**config.mk**
```make
export PLATFORM = sky130hd
export DESIGN_NAME = alu_ctrl_decoder
export DESIGN_NICKNAME = d
export VERILOG_FILES = /design/src/rtl/alu_pkg.sv /design/src/rtl/alu_op_decode.sv /design/src/rtl/alu_ctrl_decoder.sv
export SDC_FILE = /design/constraint.sdc
export NUM_CORES = 1
export LEC_CHECK = 0
export CORE_MARGIN = 2
export CORE_UTILIZATION = 44
export CTS_CLUSTER_DIAMETER = 150
export DETAILED_ROUTE_END_ITERATION = 6
export GPL_ROUTABILITY_DRIVEN = 0
export PLACE_DENSITY = 0.84
export REMOVE_ABC_BUFFERS = 1
export SLEW_MARGIN = 20
export SYNTH_ARGS = -nofsm -noshare
export SYNTH_HDL_FRONTEND = slang
export SYNTH_SLANG_ARGS = --single-unit
```
**constraint.sdc**
```tcl
create_clock -name clk -period 1.4 [get_ports clk]
set_input_delay 0.42 -clock clk [delete_from_list [all_inputs] [get_ports clk]]
set_output_delay 0.42 -clock clk [all_outputs]
set_load 0.1 [all_outputs]
```
**src/rtl/alu_pkg.sv**
```systemverilog
// Shared ALU decode definitions: opcode/funct encodings, control-bit positions,
// occupancy states and the decoded-op packing used by the decoder and its bench.
package alu_pkg;

  localparam int CTRL_W = 12;

  localparam logic [5:0] OP_RTYPE = 6'b000000;
  localparam logic [5:0] OP_ADDI  = 6'b000001;
  localparam logic [5:0] OP_LW    = 6'b000010;
  localparam logic [5:0] OP_SW    = 6'b000011;
  localparam logic [5:0] OP_BEQ   = 6'b000100;
  localparam logic [5:0] OP_BNE   = 6'b000101;
  localparam logic [5:0] OP_BLT   = 6'b000110;

  localparam logic [4:0] FN_ADD  = 5'd0;
  localparam logic [4:0] FN_COMP = 5'd1;
  localparam logic [4:0] FN_AND  = 5'd2;
  localparam logic [4:0] FN_XOR  = 5'd3;
  localparam logic [4:0] FN_DIFF = 5'd4;
  localparam logic [4:0] FN_SLLV = 5'd5;
  localparam logic [4:0] FN_SRLV = 5'd6;
  localparam logic [4:0] FN_SRAV = 5'd7;

  // Bit positions inside the one-hot control vector (LSB = add).
  localparam int CTRL_ADD      = 0;
  localparam int CTRL_MEMADD   = 1;
  localparam int CTRL_COMP     = 2;
  localparam int CTRL_SLLV     = 3;
  localparam int CTRL_SRLV     = 4;
  localparam int CTRL_SRAV     = 5;
  localparam int CTRL_AND      = 6;
  localparam int CTRL_XOR      = 7;
  localparam int CTRL_DIFF     = 8;
  localparam int CTRL_COMPEQ   = 9;
  localparam int CTRL_COMPNEQ  = 10;
  localparam int CTRL_COMPLESS = 11;

  typedef enum logic [1:0] {
    OCC_EMPTY = 2'd0,
    OCC_ONE   = 2'd1,
    OCC_TWO   = 2'd2
  } occ_e;

  // Decoded op; the decoder stores {illegal, ctrl, tag} with the tag appended.
  typedef struct packed {
    logic              illegal;
    logic [CTRL_W-1:0] ctrl;
  } dec_t;

  function automatic logic [CTRL_W-1:0] ctrl_bit(input int idx);
    return {{(CTRL_W-1){1'b0}}, 1'b1} << idx;
  endfunction

endpackage

```
**src/rtl/alu_op_decode.sv**
```systemverilog
// Pure combinational opcode/funct -> {illegal, one-hot ctrl} decode.
// Illegal encodings produce an all-zero control vector.
module alu_op_decode
  import alu_pkg::*;
(
  input  logic [5:0]        i_opcode,
  input  logic [4:0]        i_funct,
  output logic              o_illegal,
  output logic [CTRL_W-1:0] o_ctrl
);

  always_comb begin
    o_illegal = 1'b0;
    o_ctrl    = '0;
    case (i_opcode)
      OP_RTYPE: begin
        case (i_funct)
          FN_ADD:  o_ctrl = ctrl_bit(CTRL_ADD);
          FN_COMP: o_ctrl = ctrl_bit(CTRL_COMP);
          FN_AND:  o_ctrl = ctrl_bit(CTRL_AND);
          FN_XOR:  o_ctrl = ctrl_bit(CTRL_XOR);
          FN_DIFF: o_ctrl = ctrl_bit(CTRL_DIFF);
          FN_SLLV: o_ctrl = ctrl_bit(CTRL_SLLV);
          FN_SRLV: o_ctrl = ctrl_bit(CTRL_SRLV);
          FN_SRAV: o_ctrl = ctrl_bit(CTRL_SRAV);
          default: o_illegal = 1'b1;
        endcase
      end
      OP_ADDI: o_ctrl = ctrl_bit(CTRL_ADD);
      OP_LW:   o_ctrl = ctrl_bit(CTRL_MEMADD);
      OP_SW:   o_ctrl = ctrl_bit(CTRL_MEMADD);
      OP_BEQ:  o_ctrl = ctrl_bit(CTRL_COMPEQ);
      OP_BNE:  o_ctrl = ctrl_bit(CTRL_COMPNEQ);
      OP_BLT:  o_ctrl = ctrl_bit(CTRL_COMPLESS);
      default: o_illegal = 1'b1;
    endcase
  end

endmodule

```
**src/rtl/alu_ctrl_decoder.sv**
```systemverilog
// Registered ALU control decoder with a 2-entry skid buffer (output reg + skid reg).
// Handshake: a beat moves on a side when valid & ready are both high at the rising edge;
// out_valid and in_ready are register outputs, and the payload holds while out_valid & !out_ready.
module alu_ctrl_decoder
  import alu_pkg::*;
#(
  parameter int TAG_W = 8
) (
  input  logic              clk,
  input  logic              rst_n,
  input  logic              in_valid,
  output logic              in_ready,
  input  logic [5:0]        in_opcode,
  input  logic [4:0]        in_funct,
  input  logic [TAG_W-1:0]  in_tag,
  output logic              out_valid,
  input  logic              out_ready,
  output logic [CTRL_W-1:0] out_ctrl,
  output logic              out_illegal,
  output logic [TAG_W-1:0]  out_tag,
  output logic [1:0]        o_dbg_state
);

  localparam int ENT_W = 1 + CTRL_W + TAG_W;

  dec_t             w_dec;
  logic [ENT_W-1:0] w_in_entry;
  logic             w_in_xfer;
  logic             w_out_xfer;
  logic             w_load_out_in;
  logic             w_load_out_skid;
  logic             w_load_skid;
  occ_e             w_state_nxt;

  occ_e             r_state;
  logic             r_in_ready;
  logic [ENT_W-1:0] r_out_entry;
  logic [ENT_W-1:0] r_skid_entry;

  alu_op_decode u_op_decode (
    .i_opcode  (in_opcode),
    .i_funct   (in_funct),
    .o_illegal (w_dec.illegal),
    .o_ctrl    (w_dec.ctrl)
  );

  assign w_in_entry = {w_dec, in_tag};
  assign w_in_xfer  = in_valid & r_in_ready;
  assign w_out_xfer = out_valid & out_ready;

  always_comb begin
    w_state_nxt     = r_state;
    w_load_out_in   = 1'b0;
    w_load_out_skid = 1'b0;
    w_load_skid     = 1'b0;
    case (r_state)
      OCC_EMPTY: begin
        if (w_in_xfer) begin
          w_state_nxt   = OCC_ONE;
          w_load_out_in = 1'b1;
        end
      end
      OCC_ONE: begin
        if (w_in_xfer && w_out_xfer) begin
          w_load_out_in = 1'b1;
        end else if (w_in_xfer) begin
          w_state_nxt = OCC_TWO;
          w_load_skid = 1'b1;
        end else if (w_out_xfer) begin
          w_state_nxt = OCC_EMPTY;
        end
      end
      OCC_TWO: begin
        // in_ready is low here, so only the output side can move.
        if (w_out_xfer) begin
          w_state_nxt     = OCC_ONE;
          w_load_out_skid = 1'b1;
        end
      end
      default: w_state_nxt = OCC_EMPTY;
    endcase
  end

  always_ff @(posedge clk) begin
    if (!rst_n) begin
      r_state      <= OCC_EMPTY;
      r_in_ready   <= 1'b1;
      r_out_entry  <= '0;
      r_skid_entry <= '0;
    end else begin
      r_state    <= w_state_nxt;
      r_in_ready <= (w_state_nxt != OCC_TWO);
      if (w_load_out_in) begin
        r_out_entry <= w_in_entry;
      end else if (w_load_out_skid) begin
        r_out_entry <= r_skid_entry;
      end
      if (w_load_skid) begin
        r_skid_entry <= w_in_entry;
      end
    end
  end

  assign in_ready    = r_in_ready;
  assign out_valid   = (r_state != OCC_EMPTY);
  assign {out_illegal, out_ctrl, out_tag} = r_out_entry;
  assign o_dbg_state = r_state;

endmodule

```
==> flow_summary.toml, run 1 <==
[routing]
viasPerCell = 5.81
drtIter0Drc = 142
routed_wl_mm = 6.24
wl_per_cell_um = 17.8
vias = 2034
drc = 0
ant_nets = 0
drtPass1Iterations = 4

[die]
fp.dieW_um = 71.2
core_sq_mm = 0.00435
start_util_pct = 45.7
num_io_pins = 48
rows = 24
die-area_sq_mm = 0.00508
fp.dieH_um = 71.2

[clock_tree]
ctsHoldBuffers = 0
cts_sinks = 45
cts_buffer_depth = 2
cts_buffers = 5
clock_latency_ns = 0.30
cts_tree = "built"
htree_levels = 2
cts_root_buffer = "clkbuf_8"
clk_pin_slew_ns = 0.09

[timing]
finalCritPeriodShare_pct = 106
finalClockSkew_ns = 0.00865
hold_viol = 0
setup_viol = 21
slew_viol_final = 0
period_minus_slack_ns = 1.49
fmax_ghz = 0.671
rsz0062_at_grt = "yes"
tightest_slew_ns = 0.318
worst_slack_ns = -0.0902
max_slew_margin_pct = 78.6

[critical_path]
worstRegToRegCells = 6
crit_type = "reg2reg"
required_ns = 1.59
endpoint_kind = "register"
path_max_fanout = 8
rr_startpoint = "o_dbg_state[1]"
arrival_ns = 1.68
start_kind = "register"
worstReg2RegEnd = "r_out_entry[2]"
rrSetupSlack_ns = -0.09

[power_and_ir_drop]
sw_frac_of_total_pct = 32.1
ir_worst_vdd_mv = 0.649
p_int_mw = 2.25
power.density_mw_per_mm2 = 946
seq_power_share_pct = 41.5
p_clk_share_pct = 29.1
p_sw_mw = 1.06
p_leak_nw = 1.44
p_comb_share_pct = 29.4

[place]
dpl.hpwl_mm = 3.55
placedCellCount = 327
port_buffers = 47

[layout]
drive_above_1_share_pct = 44.0
stdcell_count = 350
postLayoutCoreUtil_pct = 80.4
area_growth_pct = 75.9
final_nets = 321
n_antenna_cell = 0

[global_routing]
grt_usage_pct = 22.3
first_global_vias = 1944
grt_max_degree = 20
antenna_found_initial = 0
grt_pass1_wl_mm = 8.97
gr-total-overflow = 0

[hold_path]
min_to = "r_skid_entry[6]"
hold_depth = 2
holdCritPathClass = "reg2reg"
hold_start = "r_skid_entry[6]"

[outcome]
status = "finished with violations"
violations = "negative setup slack"

[synth]
postSynthAreaPerCell_sq_um = 9.47
ys.warnings.count = 0
synth.cell_area_sq_mm = 0.00199
synthCells = 210
synth.distinct_cells = 40
synth_seq_cells = 45
synth_seq_area_share_pct = 45.3

[run]
maxCapViolCount = 0
==> layout by cell type (no fill, tap or decap), types with 6 or more instances in the layout <==
cell type        netlist  routed
buf_4                  2      28
dfxtp_1               45      41
mux2i_1               24      18
buf_12                 0      27
a21oi_1               15      14
nand3_1                9       7
dlygate4sd2_1          0       6
buf_6                  1      14
clkdlybuf4s50_1        0       9
a21boi_1               4       6
o21ai_1                4      17
nand2_1               30      26
==> final cells by class <==
class | instances | area [sq um]
fill | 227 | 855
timing repair buffer | 93 | 1150
multi-input combinational | 151 | 1260
tap | 52 | 65.1
clock inverter | 2 | 35.0
clock buffer | 5 | 68.8
inverter | 2 | 7.51
sequential | 45 | 911
==> how the worst max path moves through the flow <==
stage	startpoint	end	slack, ns	depth (start not counted)
after floorplan	o_dbg_state[1]	r_out_entry[20]	-1.27	3
after global placement	in_opcode[3]	r_out_entry[13]	-0.60	5
after detailed placement	in_opcode[3]	r_out_entry[13]	-0.67	5
after CTS	o_dbg_state[1]	out_valid	-0.07	2
after global routing	o_dbg_state[1]	r_out_entry[1]	-0.17	6
final	o_dbg_state[1]	r_out_entry[2]	-0.09	6
==> cells in the mapped netlist <==
cell type	instances	area (sq um)
dfxtp_1	45	901
nand2_1	30	113
mux2i_1	24	240
o21ai_0	16	80.1
a21oi_1	15	75.1
nand3_1	9	45.0
o22ai_1	9	56.3
a21boi_0	7	52.6
buf_2	6	30.0
a21boi_1	4	30.0
clkbuf_1	4	15.0
o21ai_1	4	20.0
buf_4	2	15.0
inv_1	2	7.51
nand3b_1	2	15.0
nand4_1	2	12.5
nor2b_1	2	12.5
nor3b_2	2	25.0
nor4_1	2	12.5
nor4b_1	2	17.5
nor4b_4	2	47.6
a311oi_1	1	8.76
and2_1	1	6.26
and2_2	1	7.51
and3b_1	1	8.76
buf_6	1	11.3
clkbuf_2	1	5.00
nand2_2	1	6.26
nand2_4	1	11.3
nand2b_1	1	6.26
nor2_1	1	3.75
nor3_2	1	10.0
nor3_4	1	16.3
nor4_2	1	12.5
o31ai_1	1	7.51
o32ai_1	1	8.76
or2_2	1	6.26
or3_2	1	7.51
or3b_1	1	8.76
or4b_4	1	13.8
==> power groups by stage <==
| stage | Clock (mW) | Sequential (mW) | Combinational, mW |
|---|---|---|---|
| after global placement | 0 | 1.40 | 0.800 |
| after global routing | 1.02 | 1.38 | 1.01 |
| after floorplan | 0 | 1.66 | 0.166 |
| after CTS | 0.943 | 1.37 | 0.905 |
| after detailed placement | 0 | 1.41 | 0.811 |
| final | 0.963 | 1.37 | 0.973 |
==> worst max-delay path, stage by stage, from the launching register on <==
cell	delay (ns)
dfxtp_4	0.35
buf_4	0.14
buf_6	0.13
nand3b_1	0.19
buf_6	0.19
mux2i_1	0.26
a21oi_1	0.10
==> registers in the layout (all words and copies together) (netlist names) <==
register and cells:
o_dbg_state 2, r_skid_entry 21, in_ready 1, r_out_entry 21
==> cells by family after synthesis <==
family	share of synthesized area, %
compound gates	17.0
mux	12.1
buf+inv	4.21
simple gates	21.4
flops	45.3
==> timing repair <==
| action | CTS | global route |
|---|---|---|
| gates resized for setup | 65 | 45 |
| setup endpoints to repair | 46 | 36 |
| setup buffers | 10 | 4 |
| cloned | 1 | 2 |
| pin swaps | 20 | 17 |
==> metal layers <==
layer | GRT usage, % | vias up | wire [um]
met5 | 0 | - | 0
met2 | 40.4 | 96 | 3260
li1 | - | 941 | -
met4 | 8.60 | 0 | 170
met3 | 5.06 | 19 | 371
met1 | 25.3 | 978 | 2440
==> through the flow <==
step	setup TNS, ns	hold WS [ns]	area [sq um]	setup slack [ns]	total power [mW]
floorplan	-42.83	0.434	1910	-1.27	1.82
global placement	-19.83	0.442	2940	-0.596	2.20
detailed placement	-22.32	0.451	2940	-0.666	2.22
CTS	-0.140	0.462	3290	-0.0745	3.22
global route	-2.49	0.484	3500	-0.175	3.41
finish	-1.11	0.463	3500	-0.0902	3.31
No activity file was read; power rests on OpenSTA's default activity.
==> run 2: changes to the inputs <==
--- a/config.mk
+++ b/config.mk
@@ -10,6 +10,7 @@
 export CTS_CLUSTER_DIAMETER = 150
 export DETAILED_ROUTE_END_ITERATION = 6
 export GPL_ROUTABILITY_DRIVEN = 0
+export GPL_TIMING_DRIVEN = 0
 export PLACE_DENSITY = 0.84
 export REMOVE_ABC_BUFFERS = 1
 export SLEW_MARGIN = 20
==> run 2 against run 1 <==
The run still ends with negative setup slack left. Sequential share of layout area up 5.7 points. Count of clock-buffer cells in the layout unchanged. Die area unchanged. Maximum frequency rose by 0.33%. Non-clock buffer count shrank 27. Critical path type is now reg2out. Critical endpoint is now out_valid.
==> flow_summary.toml, run 2 (synthesis results as in run 1) <==
[power_and_ir_drop]
p_int_mw = 1.93
power.density_mw_per_mm2 = 1010
p_sw_mw = 0.970
sw_frac_of_total_pct = 33.5
seq_power_share_pct = 46.7
p_clk_share_pct = 26.6
p_comb_share_pct = 26.7
ir_worst_vdd_mv = 0.566
p_leak_nw = 1.21

[global_routing]
grt_pass1_wl_mm = 7.70
antenna_found_initial = 0
first_global_vias = 1635
grt_max_degree = 40
grt_usage_pct = 19.5
gr-total-overflow = 0

[place]
port_buffers = 47
dpl.hpwl_mm = 2.77
pre_cts_ws_ns = -0.961

[clock_tree]
cts_buffer_depth = 2
htree_levels = 2
cts_root_buffer = "clkbuf_8"
cts_sinks = 45
clock_latency_ns = 0.29
cts_tree = "built"
clk_pin_slew_ns = 0.08
cts_buffers = 5
ctsHoldBuffers = 0

[timing]
slew_viol_final = 0
hold_viol = 0
tns_ns = -0.161
finalCritPeriodShare_pct = 106
worst_slack_ns = -0.0853
setup_viol = 5
rsz0062_at_grt = "yes"
fmax_ghz = 0.673
tightest_slew_ns = 0.643
period_minus_slack_ns = 1.49
max_slew_margin_pct = 57.1
finalClockSkew_ns = 0.00339

[layout]
n_fill_cell = 349
area_growth_pct = 44.2
final_nets = 293
final_cell_mix = "dfxtp_1 (42), nand2_1 (24), mux2i_1 (22)"
drive_above_1_share_pct = 33.9
seqCellArea_sq_um = 910
n_antenna_cell = 0
multi_input_area_sq_mm = 0.00113
final_common_cell = "dfxtp_1"

[routing]
ant_nets = 0
drtIter0Drc = 82
met1_length_mm = 2.04
highest_layer = "met4"
wl_per_cell_um = 14.7
route.met2.wl_mm = 2.39
drc = 0
vias = 1776
viasPerCell = 5.50
drtPass1Iterations = 5
routed-wl-met3_um = 264
routed_wl_mm = 4.75

[critical_path]
endpoint_kind = "output pin"
rr_startpoint = "o_dbg_state[0]"
crit_end = "out_valid"
critPathLaunch = "o_dbg_state[0]"
start_kind = "register"
worstReg2RegEnd = "r_skid_entry[9]"
path_max_fanout = 2
path_cells = "or2_4 -> buf_12"
slowest_delay_ns = 0.35
rrSetupSlack_ns = -0.06
required_ns = 0.98
critPathSlowestCell = "dfxtp_4"
worstRegToRegCells = 7
crit_type = "reg2out"
arrival_ns = 1.07

[outcome]
violations = "negative setup slack"
status = "finished with violations"

[die]
fp.dieH_um = 71.2
rows = 24
core_sq_mm = 0.00435
num_io_pins = 48
die-area_sq_mm = 0.00508
fp.dieW_um = 71.2
start_util_pct = 45.7

[hold_path]
holdCritPathClass = "reg2reg"
hold_depth = 2

[run]
maxCapViolCount = 0
-- run 2: changes by cell type in the layout (fill, tap and decap cells not counted), sizes merged --
cell	previous run	this run
dlygate4sd2	6	7
clkinvlp	0	1
clkbuf	6	7
buf	74	49
dlymetal6s2s	3	0
clkinv	1	2
clkdlybuf4s50	9	8
nand2	34	33
bufinv	1	0
-- run 2: worst min-delay path by stage --
| stage | slack (ns) | endpoint | startpoint |
|---|---|---|---|
| CTS | 0.46 | r_skid_entry[18] | r_skid_entry[18] |
| detailed placement | 0.45 | r_skid_entry[18] | r_skid_entry[18] |
| finish | 0.46 | r_skid_entry[18] | r_skid_entry[18] |
| global route | 0.48 | r_skid_entry[18] | r_skid_entry[18] |
| global placement | 0.44 | r_skid_entry[17] | r_skid_entry[17] |
| floorplan | 0.43 | r_skid_entry[17] | r_skid_entry[17] |
-- run 2: layout make-up --
cell class                      count  share of cell area (%)
Clock buffer                        5                    2.40
Clock inverter                      3                   0.611
Inverter                            2                   0.262
Multi-Input combinational cell    150                    39.3
Sequential cell                    45                    31.7
Tap cell                           52                    2.27
Timing Repair Buffer               66                    23.4
-- run 2: timing repair --
action | 4_1_cts | 5_1_grt
buffers inserted | 11 | 5
pin swaps | 12 | 31
gates resized for setup | 201 | 53
setup endpoints to repair | 69 | 53
gates cloned | 1 | 1
-- run 2: per-layer routing --
metal	up-vias	GRT usage, %
met5	-	0
met4	0	7.34
met3	8	5.49
met2	58	31.4
met1	828	24.9
li1	882	-
-- run 2: power by group through the flow --
stage                     clock (mW)  combinational, mW  sequential (mW)
final                          0.771              0.774             1.35
after global routing           0.855              0.809             1.36
after CTS                      0.806              0.704             1.35
after detailed placement           0              0.655             1.38
after global placement             0              0.649             1.38
after floorplan                    0              0.166             1.66
-- run 2: critical path: cells and delay by family (launching register included) --
family / cells / cell delay [ns]
buffers and inverters: 1 / 0.16
flip-flops: 1 / 0.35
AND/OR/NAND/NOR: 1 / 0.25
-- run 2: through the flow --
| step | total power, mW | cells | hold slack, ns | cell area, sq um | util [%] |
|---|---|---|---|---|---|
| final | 2.90 | 323 | 0.457 | 2870 | 65.9 |
| after floorplan | 1.82 | 196 | 0.434 | 1910 | - |
| after global routing | 3.02 | 323 | 0.476 | 2870 | 65.9 |
| after CTS | 2.86 | 317 | 0.459 | 2690 | 61.8 |
| after global placement | 2.03 | 295 | 0.442 | 2450 | 56.2 |
| after detailed placement | 2.04 | 297 | 0.447 | 2470 | 56.7 |
==> run 3: changes to the inputs <==
--- a/config.mk
+++ b/config.mk
@@ -12,7 +12,6 @@
 export GPL_ROUTABILITY_DRIVEN = 0
 export GPL_TIMING_DRIVEN = 0
 export PLACE_DENSITY = 0.84
-export REMOVE_ABC_BUFFERS = 1
 export SLEW_MARGIN = 20
 export SYNTH_ARGS = -nofsm -noshare
 export SYNTH_HDL_FRONTEND = slang
==> constraint.sdc (replaced) <==
create_clock -name clk -period 1.4 [get_ports clk]
set_input_delay 0.42 -clock clk [delete_from_list [all_inputs] [get_ports clk]]
set_output_delay 0.42 -clock clk [all_outputs]
set_load 0.02 [all_outputs]
==> run 3 against run 2 <==
The run still ends with negative setup slack left. Sequential share of layout area rose by 0.31 points. Core utilization shrank 0.72 points. Global-route usage increased by 1.1 points. Final cell count grew 1.5%. Setup slack better by 0.030 ns. Maximum frequency increased by 2.1%. Wire length is 5.6% higher. First-iteration DRC count is 77% higher. Total power is 1.2% lower. Critical path depth unchanged. Flip-flop and latch count unchanged. Critical path type unchanged.
==> flow_summary.toml, run 3 (synthesis results as in run 1) <==
[outcome]
status = "finished with violations"
violations = "negative setup slack"

[timing]
worst_slack_ns = -0.0554
fmax_ghz = 0.687
tns_ns = -0.0554
finalClockSkew_ns = 0.00154
max_slew_margin_pct = 72.3
setup_viol = 1
finalCritPeriodShare_pct = 104
hold_viol = 0
tightest_slew_ns = 0.416
hold-worst-slack_ns = 0.428
slew_viol_final = 0
rsz0062_at_grt = "yes"
period_minus_slack_ns = 1.46

[die]
fp.dieW_um = 71.2
rows = 24
start_util_pct = 45.7
die-area_sq_mm = 0.00508
fp.dieH_um = 71.2
core_sq_mm = 0.00435
num_io_pins = 48

[clock_tree]
cts_sinks = 45
htree_levels = 2
ctsHoldBuffers = 0
cts_buffer_depth = 2
cts_root_buffer = "clkbuf_8"
clock_latency_ns = 0.29
clk_pin_slew_ns = 0.08
cts_buffers = 5
cts_tree = "built"

[global_routing]
antenna_found_initial = 0
grt_max_degree = 15
grt_pass1_wl_mm = 8.50
gr-total-overflow = 0
first_global_vias = 1818
grt_usage_pct = 20.6

[routing]
ant_nets = 0
viasPerCell = 5.56
vias = 1825
routed_wl_mm = 5.02
drtIter0Drc = 145
drc = 0
drtPass1Iterations = 4
wl_per_cell_um = 15.3

[critical_path]
endpoint_kind = "output pin"
rr_startpoint = "o_dbg_state[0]"
cp_top_family = "flip-flops"
cp_num_buf_inv = 1
rrSetupSlack_ns = 0.06
path_max_fanout = 7
start_kind = "register"
path_cells = "or2_4 -> buf_6"
critPathSlowestCell = "dfxtp_4"
crit_type = "reg2out"
worstRegToRegCells = 6
arrival_ns = 1.04
worstReg2RegEnd = "r_skid_entry[9]"
slowest_delay_ns = 0.37
required_ns = 0.98

[place]
pre_cts_ws_ns = -0.717
placedCellCount = 307
port_buffers = 45
dpl.hpwl_mm = 3.05

[power_and_ir_drop]
p_leak_nw = 1.20
finalPower_mw = 2.86
power.density_mw_per_mm2 = 1010
ir_worst_vdd_mv = 0.505

[layout]
drive_above_1_share_pct = 27.2
final_cell_mix = "dfxtp_1 (43), nand2_1 (28), mux2i_1 (24)"
stdcell_count = 328
final_common_cell = "dfxtp_1"
n_fill_cell = 347
final_nets = 298
area_growth_pct = 42.6
n_antenna_cell = 0

[hold_path]
holdCritPathClass = "in2reg"
hold_start = "out_ready"
min_to = "in_ready"
hold_depth = 2

[synth]
synthesis.nets = 233

[run]
maxCapViolCount = 0
-- run 3: metrics by stage --
step,area [sq um],util (%)
after floorplan,2000,-
after global placement,2510,57.8
after detailed placement,2510,57.8
after CTS,2790,64.1
after global routing,2840,65.2
final,2840,65.2
-- run 3: area by class of cell --
| type | count | area (sq um) | share of cell area, % |
|---|---|---|---|
| multi-input combinational | 149 | 1100 | 38.9 |
| sequential | 45 | 908 | 32.0 |
| timing repair buffer | 58 | 495 | 17.5 |
| buffer | 14 | 136 | 4.81 |
| clock buffer | 6 | 82.6 | 2.91 |
| tap | 52 | 65.1 | 2.29 |
| clock inverter | 2 | 37.5 | 1.32 |
| inverter | 2 | 7.51 | 0.265 |
-- run 3: worst max path at each step --
stage                               from              end  slack, ns  cells after the start
after CTS                 o_dbg_state[0]        out_valid      -0.14                      2
after detailed placement    in_opcode[3]  r_out_entry[20]      -0.72                      4
after global routing      o_dbg_state[0]        out_valid      -0.08                      2
after global placement      in_opcode[3]  r_out_entry[20]      -0.66                      4
final                     o_dbg_state[0]        out_valid      -0.06                      2
after floorplan             in_opcode[3]  r_out_entry[18]       0.01                      4
-- run 3: timing repair --
item                       CTS  global route
buffers inserted             5             6
pin swaps                   11             7
gates resized for setup    100            47
setup endpoints to repair   70            57
gates cloned                 3             0
-- run 3: routing by layer --
layer  track usage, %  share of wire [%]  up-vias
met5                0                  0        -
met4             6.08                1.1        0
met3             4.36                5.8        8
met2             35.4                 49       68
met1             26.1                 44      856
li1                 -                  -      893
-- run 3: power breakdown --
part           internal, mW  switching (mW)  total [mW]
registers              1.32          0.0286        1.35
clock network         0.580           0.450        1.03
logic                 0.224           0.256       0.480
total                  2.13           0.734        2.86
-- run 3: worst reg2reg max path, stage by stage, from the launching register on --
cell and delay [ns]:
dfxtp_4 0.38, buf_4 0.12, nand2b_4 0.07, nor3_4 0.25, buf_4 0.18, mux2i_1 0.19
nor2b_1 0.06
